### src/rtl/axil_adder_bank_if.sv
// AXI4-Lite bus bundle for the s1 peripheral port of axil_adder_bank.
// Signal names match the original flat port list of the block.
//   slave  modport : used by axil_adder_bank
//   master modport : used by the bus master driving the block
interface axil_adder_bank_if #(
  parameter int DATA_WIDTH = 32,
  parameter int ADDR_WIDTH = 8
) ();
  logic [ADDR_WIDTH-1:0]   s1_axi_awaddr;
  logic                    s1_axi_awvalid;
  logic                    s1_axi_awready;
  logic [DATA_WIDTH-1:0]   s1_axi_wdata;
  logic [DATA_WIDTH/8-1:0] s1_axi_wstrb;
  logic                    s1_axi_wvalid;
  logic                    s1_axi_wready;
  logic [1:0]              s1_axi_bresp;
  logic                    s1_axi_bvalid;
  logic                    s1_axi_bready;
  logic [ADDR_WIDTH-1:0]   s1_axi_araddr;
  logic                    s1_axi_arvalid;
  logic                    s1_axi_arready;
  logic [DATA_WIDTH-1:0]   s1_axi_rdata;
  logic [1:0]              s1_axi_rresp;
  logic                    s1_axi_rvalid;
  logic                    s1_axi_rready;

  modport slave (
    input  s1_axi_awaddr, s1_axi_awvalid, s1_axi_wdata, s1_axi_wstrb, s1_axi_wvalid,
    input  s1_axi_bready, s1_axi_araddr, s1_axi_arvalid, s1_axi_rready,
    output s1_axi_awready, s1_axi_wready, s1_axi_bresp, s1_axi_bvalid,
    output s1_axi_arready, s1_axi_rdata, s1_axi_rresp, s1_axi_rvalid
  );

  modport master (
    output s1_axi_awaddr, s1_axi_awvalid, s1_axi_wdata, s1_axi_wstrb, s1_axi_wvalid,
    output s1_axi_bready, s1_axi_araddr, s1_axi_arvalid, s1_axi_rready,
    input  s1_axi_awready, s1_axi_wready, s1_axi_bresp, s1_axi_bvalid,
    input  s1_axi_arready, s1_axi_rdata, s1_axi_rresp, s1_axi_rvalid
  );
endinterface

### src/rtl/axil_adder_bank.sv
// AXI4-Lite slave summing up to NUM_OPERANDS software-loaded operands,
// one operand per clock, into a full-precision result (low word + carry).
//
// Ports:
//   s1_axi_aclk    : clock, all logic on rising edge
//   s1_axi_areset  : synchronous active-high reset
//   s1             : AXI4-Lite slave bus (axil_adder_bank_if.slave)
//   irq            : registered DONE & IRQ_EN (only when ADDER_IRQ_EN is defined)
//
// Optional feature macro: ADDER_IRQ_EN (adds irq port and writable CTRL.IRQ_EN).
//
// Register map (word aligned, addr[1:0] ignored):
//   0x00 CTRL      b0 START (W), b1 CLR (W), b2 IRQ_EN (RW)
//   0x04 STATUS    b0 BUSY, b1 DONE (W1C), b2 OVF
//   0x08 COUNT     1..NUM_OPERANDS
//   0x0C RESULT_LO
//   0x10 RESULT_HI carry word, zero-extended
//   0x20+4*i       OPERAND[i], byte-masked by wstrb
module axil_adder_bank #(
  parameter int DATA_WIDTH   = 32,
  parameter int ADDR_WIDTH   = 8,
  parameter int NUM_OPERANDS = 4
) (
  input logic               s1_axi_aclk,
  input logic               s1_axi_areset,
  axil_adder_bank_if.slave  s1
`ifdef ADDER_IRQ_EN
  ,
  output logic              irq
`endif
);

  localparam int CARRY_WIDTH = $clog2(NUM_OPERANDS);
  localparam int ACC_W       = DATA_WIDTH + CARRY_WIDTH;
  localparam int CNT_W       = $clog2(NUM_OPERANDS + 1);
  localparam int OP_IW       = $clog2(NUM_OPERANDS);
  localparam int STRB_W      = DATA_WIDTH / 8;
  localparam int WA_W        = ADDR_WIDTH - 2;

  localparam logic [WA_W-1:0] W_CTRL   = WA_W'(0);
  localparam logic [WA_W-1:0] W_STATUS = WA_W'(1);
  localparam logic [WA_W-1:0] W_COUNT  = WA_W'(2);
  localparam logic [WA_W-1:0] W_RLO    = WA_W'(3);
  localparam logic [WA_W-1:0] W_RHI    = WA_W'(4);
  localparam logic [WA_W-1:0] W_OP0    = WA_W'(8);

  localparam logic [1:0] RESP_OKAY   = 2'b00;
  localparam logic [1:0] RESP_SLVERR = 2'b10;

`ifdef ADDER_IRQ_EN
  localparam logic IRQ_FEATURE = 1'b1;
`else
  localparam logic IRQ_FEATURE = 1'b0;
`endif

  typedef enum logic {IDLE, SUM} state_t;

  // Architectural state
  state_t                  state_q;
  logic [ACC_W-1:0]        acc_q;
  logic [OP_IW-1:0]        idx_q;
  logic [ACC_W-1:0]        result_q;
  logic                    ovf_q;
  logic                    done_q;
  logic [CNT_W-1:0]        count_q;
  logic                    irq_en_q;
  logic [DATA_WIDTH-1:0]   operand_q [NUM_OPERANDS];

  // Bus channel state
  logic                    bvalid_q;
  logic [1:0]              bresp_q;
  logic                    rvalid_q;
  logic [1:0]              rresp_q;
  logic [DATA_WIDTH-1:0]   rdata_q;

  logic                    busy;
  logic                    wr_hs;
  logic                    rd_hs;
  logic [WA_W-1:0]         wr_word;
  logic [WA_W-1:0]         rd_word;
  logic [WA_W-1:0]         wr_off;
  logic [WA_W-1:0]         rd_off;
  logic [OP_IW-1:0]        wr_op_idx;
  logic [OP_IW-1:0]        rd_op_idx;
  logic [DATA_WIDTH-1:0]   wmask;
  logic [DATA_WIDTH-1:0]   cnt_new;
  logic                    wr_err;
  logic                    do_start;
  logic                    do_clr;
  logic                    do_irqen;
  logic                    do_w1c;
  logic                    do_count;
  logic                    do_op;
  logic [DATA_WIDTH-1:0]   rd_data;
  logic                    rd_err;
  logic [ACC_W-1:0]        acc_sum;
  logic                    last;
  logic                    unused_addr_bits;

  function automatic logic is_op(input logic [WA_W-1:0] w);
    return (w >= W_OP0) && ((w - W_OP0) < WA_W'(NUM_OPERANDS));
  endfunction

  assign busy      = (state_q == SUM);
  assign wr_hs     = !s1_axi_areset && s1.s1_axi_awvalid && s1.s1_axi_wvalid && !bvalid_q;
  assign rd_hs     = !s1_axi_areset && s1.s1_axi_arvalid && !rvalid_q;
  assign wr_word   = s1.s1_axi_awaddr[ADDR_WIDTH-1:2];
  assign rd_word   = s1.s1_axi_araddr[ADDR_WIDTH-1:2];
  assign wr_off    = wr_word - W_OP0;
  assign rd_off    = rd_word - W_OP0;
  assign wr_op_idx = wr_off[OP_IW-1:0];
  assign rd_op_idx = rd_off[OP_IW-1:0];

  assign unused_addr_bits = ^{s1.s1_axi_awaddr[1:0], s1.s1_axi_araddr[1:0], wr_off, rd_off};

  assign s1.s1_axi_awready = wr_hs;
  assign s1.s1_axi_wready  = wr_hs;
  assign s1.s1_axi_arready = rd_hs;
  assign s1.s1_axi_bvalid  = bvalid_q;
  assign s1.s1_axi_bresp   = bresp_q;
  assign s1.s1_axi_rvalid  = rvalid_q;
  assign s1.s1_axi_rresp   = rresp_q;
  assign s1.s1_axi_rdata   = rdata_q;

  assign acc_sum = acc_q + ACC_W'(operand_q[idx_q]);
  assign last    = (CNT_W'(idx_q) == count_q - CNT_W'(1));

  // Write decode: every action flag is qualified by the handshake and
  // suppressed when the access is answered with SLVERR.
  always_comb begin
    wmask = '0;
    for (int unsigned b = 0; b < STRB_W; b++) begin
      wmask[8*b +: 8] = {8{s1.s1_axi_wstrb[b]}};
    end
    cnt_new  = (DATA_WIDTH'(count_q) & ~wmask) | (s1.s1_axi_wdata & wmask);
    wr_err   = 1'b0;
    do_start = 1'b0;
    do_clr   = 1'b0;
    do_irqen = 1'b0;
    do_w1c   = 1'b0;
    do_count = 1'b0;
    do_op    = 1'b0;
    if (wr_hs) begin
      case (wr_word)
        W_CTRL: begin
          if (s1.s1_axi_wstrb[0]) begin
            if (busy && (s1.s1_axi_wdata[0] || s1.s1_axi_wdata[1])) begin
              wr_err = 1'b1;
            end else begin
              do_start = s1.s1_axi_wdata[0];
              do_clr   = s1.s1_axi_wdata[1];
              do_irqen = 1'b1;
            end
          end
        end
        W_STATUS: do_w1c = s1.s1_axi_wstrb[0] && s1.s1_axi_wdata[1];
        W_COUNT: begin
          if (busy || (cnt_new == '0) || (cnt_new > DATA_WIDTH'(NUM_OPERANDS))) begin
            wr_err = 1'b1;
          end else begin
            do_count = 1'b1;
          end
        end
        W_RLO, W_RHI: ;
        default: begin
          if (is_op(wr_word) && !busy) begin
            do_op = 1'b1;
          end else begin
            wr_err = 1'b1;
          end
        end
      endcase
    end
  end

  // Read mux: value sampled in the address handshake cycle.
  always_comb begin
    rd_data = '0;
    rd_err  = 1'b0;
    case (rd_word)
      W_CTRL:   rd_data[2]   = irq_en_q;
      W_STATUS: rd_data[2:0] = {ovf_q, done_q, busy};
      W_COUNT:  rd_data[CNT_W-1:0] = count_q;
      W_RLO:    rd_data = result_q[DATA_WIDTH-1:0];
      W_RHI:    rd_data[CARRY_WIDTH-1:0] = result_q[ACC_W-1:DATA_WIDTH];
      default: begin
        if (is_op(rd_word)) begin
          rd_data = operand_q[rd_op_idx];
        end else begin
          rd_err = 1'b1;
        end
      end
    endcase
  end

  always_ff @(posedge s1_axi_aclk) begin
    if (s1_axi_areset) begin
      bvalid_q <= 1'b0;
      bresp_q  <= RESP_OKAY;
      rvalid_q <= 1'b0;
      rresp_q  <= RESP_OKAY;
      rdata_q  <= '0;
    end else begin
      if (wr_hs) begin
        bvalid_q <= 1'b1;
        bresp_q  <= wr_err ? RESP_SLVERR : RESP_OKAY;
      end else if (bvalid_q && s1.s1_axi_bready) begin
        bvalid_q <= 1'b0;
      end
      if (rd_hs) begin
        rvalid_q <= 1'b1;
        rresp_q  <= rd_err ? RESP_SLVERR : RESP_OKAY;
        rdata_q  <= rd_data;
      end else if (rvalid_q && s1.s1_axi_rready) begin
        rvalid_q <= 1'b0;
      end
    end
  end

  always_ff @(posedge s1_axi_aclk) begin
    if (s1_axi_areset) begin
      for (int unsigned i = 0; i < NUM_OPERANDS; i++) begin
        operand_q[i] <= '0;
      end
    end else if (do_op) begin
      operand_q[wr_op_idx] <= (operand_q[wr_op_idx] & ~wmask) | (s1.s1_axi_wdata & wmask);
    end
  end

  // Control registers and sum FSM. Statement order encodes priority:
  // CLR before START, and a completing sum sets DONE over a same-cycle W1C.
  // The final operand is folded into RESULT directly so BUSY lasts exactly
  // COUNT cycles.
  always_ff @(posedge s1_axi_aclk) begin
    if (s1_axi_areset) begin
      state_q  <= IDLE;
      acc_q    <= '0;
      idx_q    <= '0;
      result_q <= '0;
      ovf_q    <= 1'b0;
      done_q   <= 1'b0;
      count_q  <= CNT_W'(NUM_OPERANDS);
      irq_en_q <= 1'b0;
    end else begin
      if (do_irqen) irq_en_q <= s1.s1_axi_wdata[2] & IRQ_FEATURE;
      if (do_count) count_q  <= cnt_new[CNT_W-1:0];
      if (do_w1c)   done_q   <= 1'b0;
      if (do_clr) begin
        result_q <= '0;
        ovf_q    <= 1'b0;
        done_q   <= 1'b0;
      end
      case (state_q)
        IDLE: begin
          if (do_start) begin
            state_q <= SUM;
            acc_q   <= '0;
            idx_q   <= '0;
            done_q  <= 1'b0;
          end
        end
        SUM: begin
          acc_q <= acc_sum;
          idx_q <= idx_q + OP_IW'(1);
          if (last) begin
            result_q <= acc_sum;
            ovf_q    <= |acc_sum[ACC_W-1:DATA_WIDTH];
            done_q   <= 1'b1;
            state_q  <= IDLE;
          end
        end
        default: state_q <= IDLE;
      endcase
    end
  end

`ifdef ADDER_IRQ_EN
  logic irq_q;

  always_ff @(posedge s1_axi_aclk) begin
    if (s1_axi_areset) begin
      irq_q <= 1'b0;
    end else begin
      irq_q <= done_q && irq_en_q && !(do_w1c || do_clr);
    end
  end

  assign irq = irq_q;
`endif

endmodule
### src/flat_wrapper.sv
// flat-port wrapper written by rule: the top's interface ports become plain ports
module axil_adder_bank_flat 
#(
  parameter int DATA_WIDTH   = 32,
  parameter int ADDR_WIDTH   = 8,
  parameter int NUM_OPERANDS = 4
)
  (s1_axi_aclk, s1_axi_areset, s1_s1_axi_awaddr, s1_s1_axi_awvalid, s1_s1_axi_wdata, s1_s1_axi_wstrb, s1_s1_axi_wvalid, s1_s1_axi_bready, s1_s1_axi_araddr, s1_s1_axi_arvalid, s1_s1_axi_rready, s1_s1_axi_awready, s1_s1_axi_wready, s1_s1_axi_bresp, s1_s1_axi_bvalid, s1_s1_axi_arready, s1_s1_axi_rdata, s1_s1_axi_rresp, s1_s1_axi_rvalid);
  axil_adder_bank_if #(.DATA_WIDTH(DATA_WIDTH), .ADDR_WIDTH(ADDR_WIDTH)) s1_i ();
  input logic s1_axi_aclk;
  input logic s1_axi_areset;
  input wire logic [$bits(s1_i.s1_axi_awaddr)-1:0] s1_s1_axi_awaddr;
  input wire logic [$bits(s1_i.s1_axi_awvalid)-1:0] s1_s1_axi_awvalid;
  input wire logic [$bits(s1_i.s1_axi_wdata)-1:0] s1_s1_axi_wdata;
  input wire logic [$bits(s1_i.s1_axi_wstrb)-1:0] s1_s1_axi_wstrb;
  input wire logic [$bits(s1_i.s1_axi_wvalid)-1:0] s1_s1_axi_wvalid;
  input wire logic [$bits(s1_i.s1_axi_bready)-1:0] s1_s1_axi_bready;
  input wire logic [$bits(s1_i.s1_axi_araddr)-1:0] s1_s1_axi_araddr;
  input wire logic [$bits(s1_i.s1_axi_arvalid)-1:0] s1_s1_axi_arvalid;
  input wire logic [$bits(s1_i.s1_axi_rready)-1:0] s1_s1_axi_rready;
  output wire logic [$bits(s1_i.s1_axi_awready)-1:0] s1_s1_axi_awready;
  output wire logic [$bits(s1_i.s1_axi_wready)-1:0] s1_s1_axi_wready;
  output wire logic [$bits(s1_i.s1_axi_bresp)-1:0] s1_s1_axi_bresp;
  output wire logic [$bits(s1_i.s1_axi_bvalid)-1:0] s1_s1_axi_bvalid;
  output wire logic [$bits(s1_i.s1_axi_arready)-1:0] s1_s1_axi_arready;
  output wire logic [$bits(s1_i.s1_axi_rdata)-1:0] s1_s1_axi_rdata;
  output wire logic [$bits(s1_i.s1_axi_rresp)-1:0] s1_s1_axi_rresp;
  output wire logic [$bits(s1_i.s1_axi_rvalid)-1:0] s1_s1_axi_rvalid;
  assign s1_i.s1_axi_awaddr = s1_s1_axi_awaddr;
  assign s1_i.s1_axi_awvalid = s1_s1_axi_awvalid;
  assign s1_i.s1_axi_wdata = s1_s1_axi_wdata;
  assign s1_i.s1_axi_wstrb = s1_s1_axi_wstrb;
  assign s1_i.s1_axi_wvalid = s1_s1_axi_wvalid;
  assign s1_i.s1_axi_bready = s1_s1_axi_bready;
  assign s1_i.s1_axi_araddr = s1_s1_axi_araddr;
  assign s1_i.s1_axi_arvalid = s1_s1_axi_arvalid;
  assign s1_i.s1_axi_rready = s1_s1_axi_rready;
  assign s1_s1_axi_awready = s1_i.s1_axi_awready;
  assign s1_s1_axi_wready = s1_i.s1_axi_wready;
  assign s1_s1_axi_bresp = s1_i.s1_axi_bresp;
  assign s1_s1_axi_bvalid = s1_i.s1_axi_bvalid;
  assign s1_s1_axi_arready = s1_i.s1_axi_arready;
  assign s1_s1_axi_rdata = s1_i.s1_axi_rdata;
  assign s1_s1_axi_rresp = s1_i.s1_axi_rresp;
  assign s1_s1_axi_rvalid = s1_i.s1_axi_rvalid;
  axil_adder_bank #(.DATA_WIDTH(DATA_WIDTH), .ADDR_WIDTH(ADDR_WIDTH), .NUM_OPERANDS(NUM_OPERANDS)) u_core (.s1_axi_aclk(s1_axi_aclk), .s1_axi_areset(s1_axi_areset), .s1(s1_i));
endmodule
### config.mk
export PLATFORM = sky130hd
export DESIGN_NAME = axil_adder_bank_flat
export DESIGN_NICKNAME = d
export VERILOG_FILES = /design/src/rtl/axil_adder_bank_if.sv /design/src/rtl/axil_adder_bank.sv /design/src/flat_wrapper.sv
export SDC_FILE = /design/constraint.sdc
export NUM_CORES = 1
export LEC_CHECK = 0
export BUFFER_PORTS_ARGS = -buffer_cell sky130_fd_sc_hd__clkbuf_2
export CORE_ASPECT_RATIO = 0.8
export CORE_MARGIN = 2
export CORE_UTILIZATION = 50
export DETAILED_ROUTE_END_ITERATION = 8
export PLACE_DENSITY_LB_ADDON = 0.05
export REMOVE_ABC_BUFFERS = 1
export SYNTH_ARGS = -nofsm -noshare
export SYNTH_HDL_FRONTEND = slang
export SYNTH_SLANG_ARGS = --single-unit
### constraint.sdc
create_clock -name s1_axi_aclk -period 8 [get_ports s1_axi_aclk]
set_input_delay 0.8 -clock s1_axi_aclk [delete_from_list [all_inputs] [get_ports s1_axi_aclk]]
set_output_delay 0.8 -clock s1_axi_aclk [all_outputs]
set_load 0.02 [all_outputs]
==> results of run 1 <==
==> metrics by stage <==
stage / hold WS, ns / util (%)
after global routing: 0.430 / 56.3
after floorplan: 0.427 / -
final: 0.424 / 56.3
after CTS: 0.400 / 56.3
after detailed placement: 0.463 / 52.9
after global placement: 0.450 / 52.9
==> worst max-delay path: stages, from the launching register on <==
cell,delay (ns)
dfxtp_2,0.31
buf_4,0.58
mux4_2,0.67
ha_1,0.45
o21ai_4,0.10
a2111oi_4,0.36
o21ai_2,0.16
a31oi_4,0.23
a41oi_4,0.18
o21ai_2,0.18
a21oi_2,0.08
xnor2_2,0.17
a221o_1,0.33
==> synthesized netlist by cell type, types with 3 or more instances <==
cell,count,area (sq um)
xnor2_1,21,184
or4_1,3,22.5
a221oi_1,4,35.0
buf_4,6,45.0
nand2_1,61,229
a41oi_1,3,26.3
a22oi_1,57,428
buf_2,7,35.0
inv_1,19,71.3
o211ai_1,4,30.0
o21ai_2,4,35.0
o21a_1,6,45.0
a21oi_2,8,70.1
nand4_1,10,62.6
o21ai_1,9,45.0
nor4b_1,4,35.0
a211oi_1,4,30.0
dfxtp_1,114,2280
o21bai_1,3,22.5
nor2b_1,10,62.6
buf_6,7,78.8
xor2_1,14,123
a21o_1,15,113
clkbuf_1,65,244
nor4_1,8,50.1
ha_1,35,438
mux2i_1,36,360
and2_1,3,18.8
buf_1,12,45.0
a21oi_1,55,275
mux4_2,96,2160
and3_1,7,43.8
a31oi_1,4,25.0
edfxtp_1,128,3840
nand2b_1,5,31.3
a22o_1,16,140
o21ai_0,46,230
nor2_1,227,852
nor3_1,10,50.1
nand3_1,41,205
==> how the worst min path moves through the flow <==
stage | start | to | slack (ns) | cells past startpoint
after detailed placement | u_core.result_q[33] | u_core.result_q[33] | 0.46 | 1
after floorplan | u_core.result_q[33] | u_core.result_q[33] | 0.43 | 1
after global routing | s1_s1_axi_rready | u_core.s1.s1_axi_rvalid | 0.43 | 2
after CTS | s1_s1_axi_rready | u_core.s1.s1_axi_rvalid | 0.40 | 2
after global placement | u_core.result_q[33] | u_core.result_q[33] | 0.45 | 1
final | s1_s1_axi_rready | u_core.s1.s1_axi_rvalid | 0.42 | 2
==> final cells by class <==
type / count / area (sq um) / share of cell area (%)
clock inverter: 11 / 125 / 0.820
sequential: 242 / 6130 / 40.2
inverter: 21 / 78.8 / 0.517
tap: 364 / 455 / 2.99
clock buffer: 39 / 801 / 5.25
timing repair buffer: 117 / 646 / 4.23
multi-input combinational: 879 / 7020 / 46.0
==> sequential cells by signal, indices dropped and copies added, names as in the netlist, named ones only <==
| register | flops |
|---|---|
| u_core.operand_q | 128 |
| u_core.acc_q | 34 |
| u_core.result_q | 34 |
| u_core.s1.s1_axi_rdata | 32 |
| u_core.count_q | 3 |
| u_core.idx_q | 2 |
| u_core.busy | 1 |
| u_core.done_q | 1 |
| u_core.ovf_q | 1 |
| u_core.s1.s1_axi_bresp | 1 |
| u_core.s1.s1_axi_bvalid | 1 |
| u_core.s1.s1_axi_rresp | 1 |
| u_core.s1.s1_axi_rvalid | 1 |
==> logic make-up after synthesis <==
family	synth area share, %
XOR/XNOR	2.36
other	0.0274
AO/OA/AOI/OAI	13.5
adder cells (fa/ha/maj)	3.35
multiplexers	18.6
buffers and inverters	3.96
flip-flops	44.8
AND/OR/NAND/NOR	13.4
==> power groups by stage <==
stage / Clock (mW) / Combinational [mW] / Sequential, mW
finish: 1.30 / 0.252 / 1.35
detailed placement: 0 / 0.249 / 1.38
global route: 1.37 / 0.270 / 1.35
CTS: 1.32 / 0.250 / 1.35
global placement: 0 / 0.248 / 1.37
floorplan: 0 / 0.132 / 1.38
==> placed cells by master, fill, tap and decap left out, drive strengths merged, types with 35 or more instances in the layout <==
cell and n:
a21oi 65, nand2 63, mux4 96, nand3 42, a22oi 57, ha 35
o21ai 60, mux2i 36, clkbuf 132, dfxtp 114, edfxtp 128, nor2 228
==> per-layer routing <==
layer,up-vias,part of all wire (%)
met5,-,0
met4,0,2.0
met3,48,8.9
met2,363,43
met1,5124,46
li1,4764,-
==> metrics, run 1 <==
outcome=finished, final reports clean; CTS tree=built; clock tree buffer depth=3; Post-Route WL=roughly 40 mm; Worst EP required=~8.5 ns; first-pass GRT wire length=between 60 and 70 mm; final cell count without fillers=about 1,700; Max-cap violations=0; vias in the first global route=between 9,000 and 10,000; Placer Congestion=0.859; reg2reg end=u_core.ovf_q; Worst Setup Start Kind=flop; initial antenna violation count=0; gr usage total=between 20% and 30%; period utilization=between 40% and 50%; DRC Markers=0; die area=approximately 0.029 sq mm; Clk pwr share=44.8%; Core ar.=0.0271 sq mm; Die W=189 microns; HP Class=input port to flop; Worst R2R Setup Slack=roughly 4 ns; Routed wire per std cell=23.7 microns; FF-to-FF path depth=12; CP max FO=32; CTS hold repair buffers=0; Placed Cells=around 1,600; critical path type=flop to flop; Initial Utilization=around 50%; layout cell share with drive strength beyond 1=around 23%; Min Clock Period, post-route=between 3 and 4 ns; placed inst area=approximately 0.014 sq mm; met1 Use GR=between 40% and 50%; worst path arrival time=between 4 and 5 ns; Net Sw Frac=24.7%; RSZ-0062 raised after global routing=false; M2 GR Usage=about two fifths; Main synth FF type=edfxtp_1; die extent in y=~150 microns; worst slew pin tran=around 1.1 ns; Yosys cell types=82; largest net degree at the start of global routing=75; Clock Skew=about 0.013 ns; synthesized cell area=0.0137 sq mm; antenna viol nets, final=0; Num CTS Buffers=27; total power=roughly 2.9 mW; DP Wirelength=around 26 mm; Final WS setup=a little over 4 ns; Via density=roughly 6.2; Hold Violations, Final=0; #FFs+latches synth=about 240; Setup TNS Final=0 ns; IO Pins=100; Reg clk slew, reported paths=roughly 0.07 ns; EDFF count, synth=128; fmax=about 250 MHz; FFs w/ async S/R, synth=0%; finished layout cell area=~0.015 sq mm; sequential area share after synthesis=44.8%; crit path capture=u_core.ovf_q; IO Port Bufs=slightly above 90; fill count=approximately 2,300; Ys Warns=0; Root Buffer=clkbuf_16; synthesized area per cell=around 11 sq um; Antenna Cells=0; global route hottest layer=met1; met3 Use GR=under 10%; Worst-Skew Late Latency=0.58 ns; Reg power frac=a little under half; Post-CTS Setup Bufs=0; Area Overhead vs Synth=11.6%; dpl ws=roughly 4.1 ns; Critical Path End Type=flop; Slew HR=25.1%; NetSw=0.718 mW; total number of vias=between 10,000 and 15,000; PostCTS Resize Cnt=0; # rows=54; logic gate share of total power=between 8 and 9%; grt ovf=0; clock sinks=between 200 and 250; max-slew violations=0; nets@finish=between 1,000 and 1,500; internal power=approximately 2.2 mW; peak supply drop=between 200 and 250 uV; H-tree depth=1; final setup fails=0; Lkg Pwr=5.77 nW; router iterations before antenna repair=7; Initial DRC Count=922; Syn Inst Count=1,240; pwr/cell area=between 150 and 200 mW/mm^2
Power figures use the tool's default switching activity.
==> run 2, diff against run 1 <==
Settings changed: ABC_AREA set to 1.
Clock period 8 ns to 3.8 ns, I/O delays scaled along.
==> metrics, run 2 <==
outcome=finished, final reports clean; worst path cell trace=buf_4 > o21ai_0 > o22ai_1 > ha_1 > a21oi_1 > o21ai_0 > buf_4 > a21oi_1 > nor2_1 > nor2_1 > nand3b_1 > nand2_1 > nand2_1 > nand2_1 > inv_1; period utilization=88.1% (+39 points); top cells by count, synth=347 x nand2_1, 316 x nor2_1, 253 x a21oi_1; synthesized cell area=0.0140 sq mm (+2.2%); reg2reg end=u_core.result_q[29]; Hold Violations, Final=0 (unchanged); Worst R2R Setup Slack=0.45 ns (-3.60 ns); gr usage total=33.4% (+5.3 points); CTS tree=built; H-tree depth=1 (unchanged); worst path arrival time=3.79 ns (-0.62 ns); fmax=299 MHz (+18%); Initial DRC Count=1,324 (+44%); Placer Congestion=0.964 (+12%); Area Overhead vs Synth=11.8%; critical path type=flop to flop; router iterations before antenna repair=5 (-2); final setup fails=0 (unchanged); Yosys cell types=59 (-28%); largest net degree at the start of global routing=56 (-25%); Clock Skew=0.0150 ns (+0.00243 ns); clock tree buffer depth=3 (unchanged); final hold slack=0.0186 ns (-0.406 ns); CTS hold repair buffers=0 (unchanged); #FFs+latches synth=242 (unchanged); sequential area share after synthesis=43.8% (-0.96 points); Largest register FFs=128 (unchanged); Placed Cells=2,250 (+39%); Syn Inst Count=1,855 (+50%); die extent in y=154 microns (+1.1%); # rows=54 (unchanged); Antenna Cells=0 (unchanged); Num CTS Buffers=26 (-3.7%); slowest library cell on the worst path=dfxtp_2; RSZ-0062 raised after global routing=false; Initial Utilization=51.1% (+0.60 points); Die W=191 microns (+1.1%); Root Buffer=clkbuf_16; Routed wire per std cell=21.4 microns (-9.7%); commonest non-fill, non-tap cell in the layout=nand2_1; IO Pins=100 (unchanged); cell taking the most area after synthesis=edfxtp_1; grt ovf=0 (unchanged); Worst Setup Start Kind=flop; Reg clk slew, reported paths=0.07 ns (about the same); Worst-Skew Late Latency=0.55 ns (-0.03 ns); Worst EP required=4.25 ns (-4.21 ns); IO Port Bufs=93 (unchanged); synthesized area per cell=7.53 sq um (-32%); vias in the first global route=13,000 (+31%); final cell count without fillers=2,298 (+37%); peak supply drop=334 uV (+67%); Via density=5.99 (-2.7%); antenna viol nets, final=0 (unchanged); CP max FO=25 (-22%); Yosys top cell area share=27.5% (-0.60 points); max-slew violations=0 (unchanged); initial antenna violation count=1 (+1); Post-Route WL=49.1 mm (+24%); Ys Warns=0 (unchanged); clock sinks=242 (unchanged); DP Wirelength=32.7 mm (+24%); Main synth FF type=edfxtp_1; pwr/cell area=385 mW/mm^2 (+100%); layout cell share with drive strength beyond 1=10.3% (-13 points); Lkg Pwr=6.45 nW (+12%); Min Clock Period, post-route=3.35 ns (-0.596 ns); worst slew pin tran=0.983 ns (-0.137 ns); CP most frequent cell=nand2_1; hold path depth=2 (unchanged); HP Class=input port to flop; total number of vias=13,800 (+34%); EDFF count, synth=128 (unchanged); first-pass GRT wire length=75.1 mm (+24%); nets@finish=2,009 (+45%); DRC Markers=0 (unchanged); total power=6.01 mW (+110%); most frequent cells in the layout=346 x nand2_1, 313 x nor2_1, 253 x a21oi_1, 146 x inv_1, 129 x o21ai_0; ranking of synthesized cells by area=edfxtp_1 28%, dfxtp_1 16%, nand2_1 9.3%; Top reg by flops=u_core.operand_q; Slowest Stage Delay on Critical Path=0.55 ns (-0.12 ns); Hold EP=u_core.s1.s1_axi_bvalid; Slew HR=34.2% (+9.1 points); Post-CTS Setup Bufs=0 (unchanged); PostCTS Resize Cnt=0 (unchanged); biggest regs=u_core.operand_q (128), u_core.acc_q (34), u_core.result_q (34); die area=0.0293 sq mm (+2.1%); FFs w/ async S/R, synth=0% (unchanged); Critical Path End Type=flop; top-count cell post-synth=nand2_1; Max-cap violations=0 (unchanged); FF-to-FF path depth=15 (+3); Hold Crit Start=s1_s1_axi_bready; Core ar.=0.0274 sq mm (+1.0%)
==> run 2: cell count changes in the layout (fill, tap and decap cells not counted), sizes merged, moves of 15 or more <==
cell	change
nand2	+286
a21oi	+188
nor2	+92
a22oi	-51
xnor2	-19
inv	+132
a22o	-15
o2111ai	+20
mux2i	-35
mux4	-96
buf	+18
o21ai	+71
o22ai	+53
==> run 2: worst max-delay path by stage <==
stage / to / slack, ns / cells past startpoint
5_1_grt: u_core.result_q[21] / 0.12 / 15
6_report: u_core.result_q[29] / 0.45 / 15
4_1_cts: u_core.ovf_q / 0.49 / 21
2_1_floorplan: u_core.operand_q[3][0] / -0.65 / 5
3_5_place_dp: u_core.ovf_q / 0.51 / 21
3_3_place_gp: u_core.ovf_q / 0.53 / 21
==> run 2: where the power goes <==
part	switching (mW)	internal (mW)
clock	1.11	1.35
combinational	0.466	0.192
sequential	0.0623	2.83
total	1.63	4.38
==> run 2: through the flow <==
step	TNS, ns	utilization (%)	setup slack [ns]	instance area (sq um)
after floorplan	-48.27	-	-0.651	13500
after global placement	0	54.2	0.531	14800
after detailed placement	0	54.2	0.512	14800
after CTS	0	57.1	0.494	15600
after global routing	0	57.1	0.123	15600
final	0	57.1	0.451	15600
==> run 2: critical path: cells and delay by family (launching register included) <==
| kind | cells | cell delay (ns) |
|---|---|---|
| buf+inv | 3 | 0.59 |
| compound gates | 5 | 1.19 |
| simple gates | 6 | 0.51 |
| fa+ha+maj | 1 | 0.38 |
| flops | 1 | 0.55 |
==> run 2: logic make-up after synthesis <==
group,Yosys count,share of synthesized area (%)
AO/OA/AOI/OAI,520,21.2
XOR/XNOR,21,1.32
flip-flops,242,43.8
buffers and inverters,259,7.49
AND/OR/NAND/NOR,775,22.8
other,1,0.0268
adder cells (fa/ha/maj),36,3.28
multiplexers,1,0.0716
==> run 2: cell type report <==
cell class | instances | area (sq um)
fillers | 2664 | 11700
flip-flops and latches | 242 | 6130
multi-input cells | 1355 | 6830
well taps | 364 | 455
inverters | 154 | 581
clock buffers | 36 | 739
repair buffers | 135 | 831
clock inverters | 12 | 57.6
==> run 2: per-layer routing <==
layer	up-vias	part of all wire [%]	GRT usage (%)
met4	2	2.8	10.5
met1	6549	44	47.9
met2	639	44	50.7
met5	-	0.018	0
li1	6475	-	-
met3	102	10	6.53
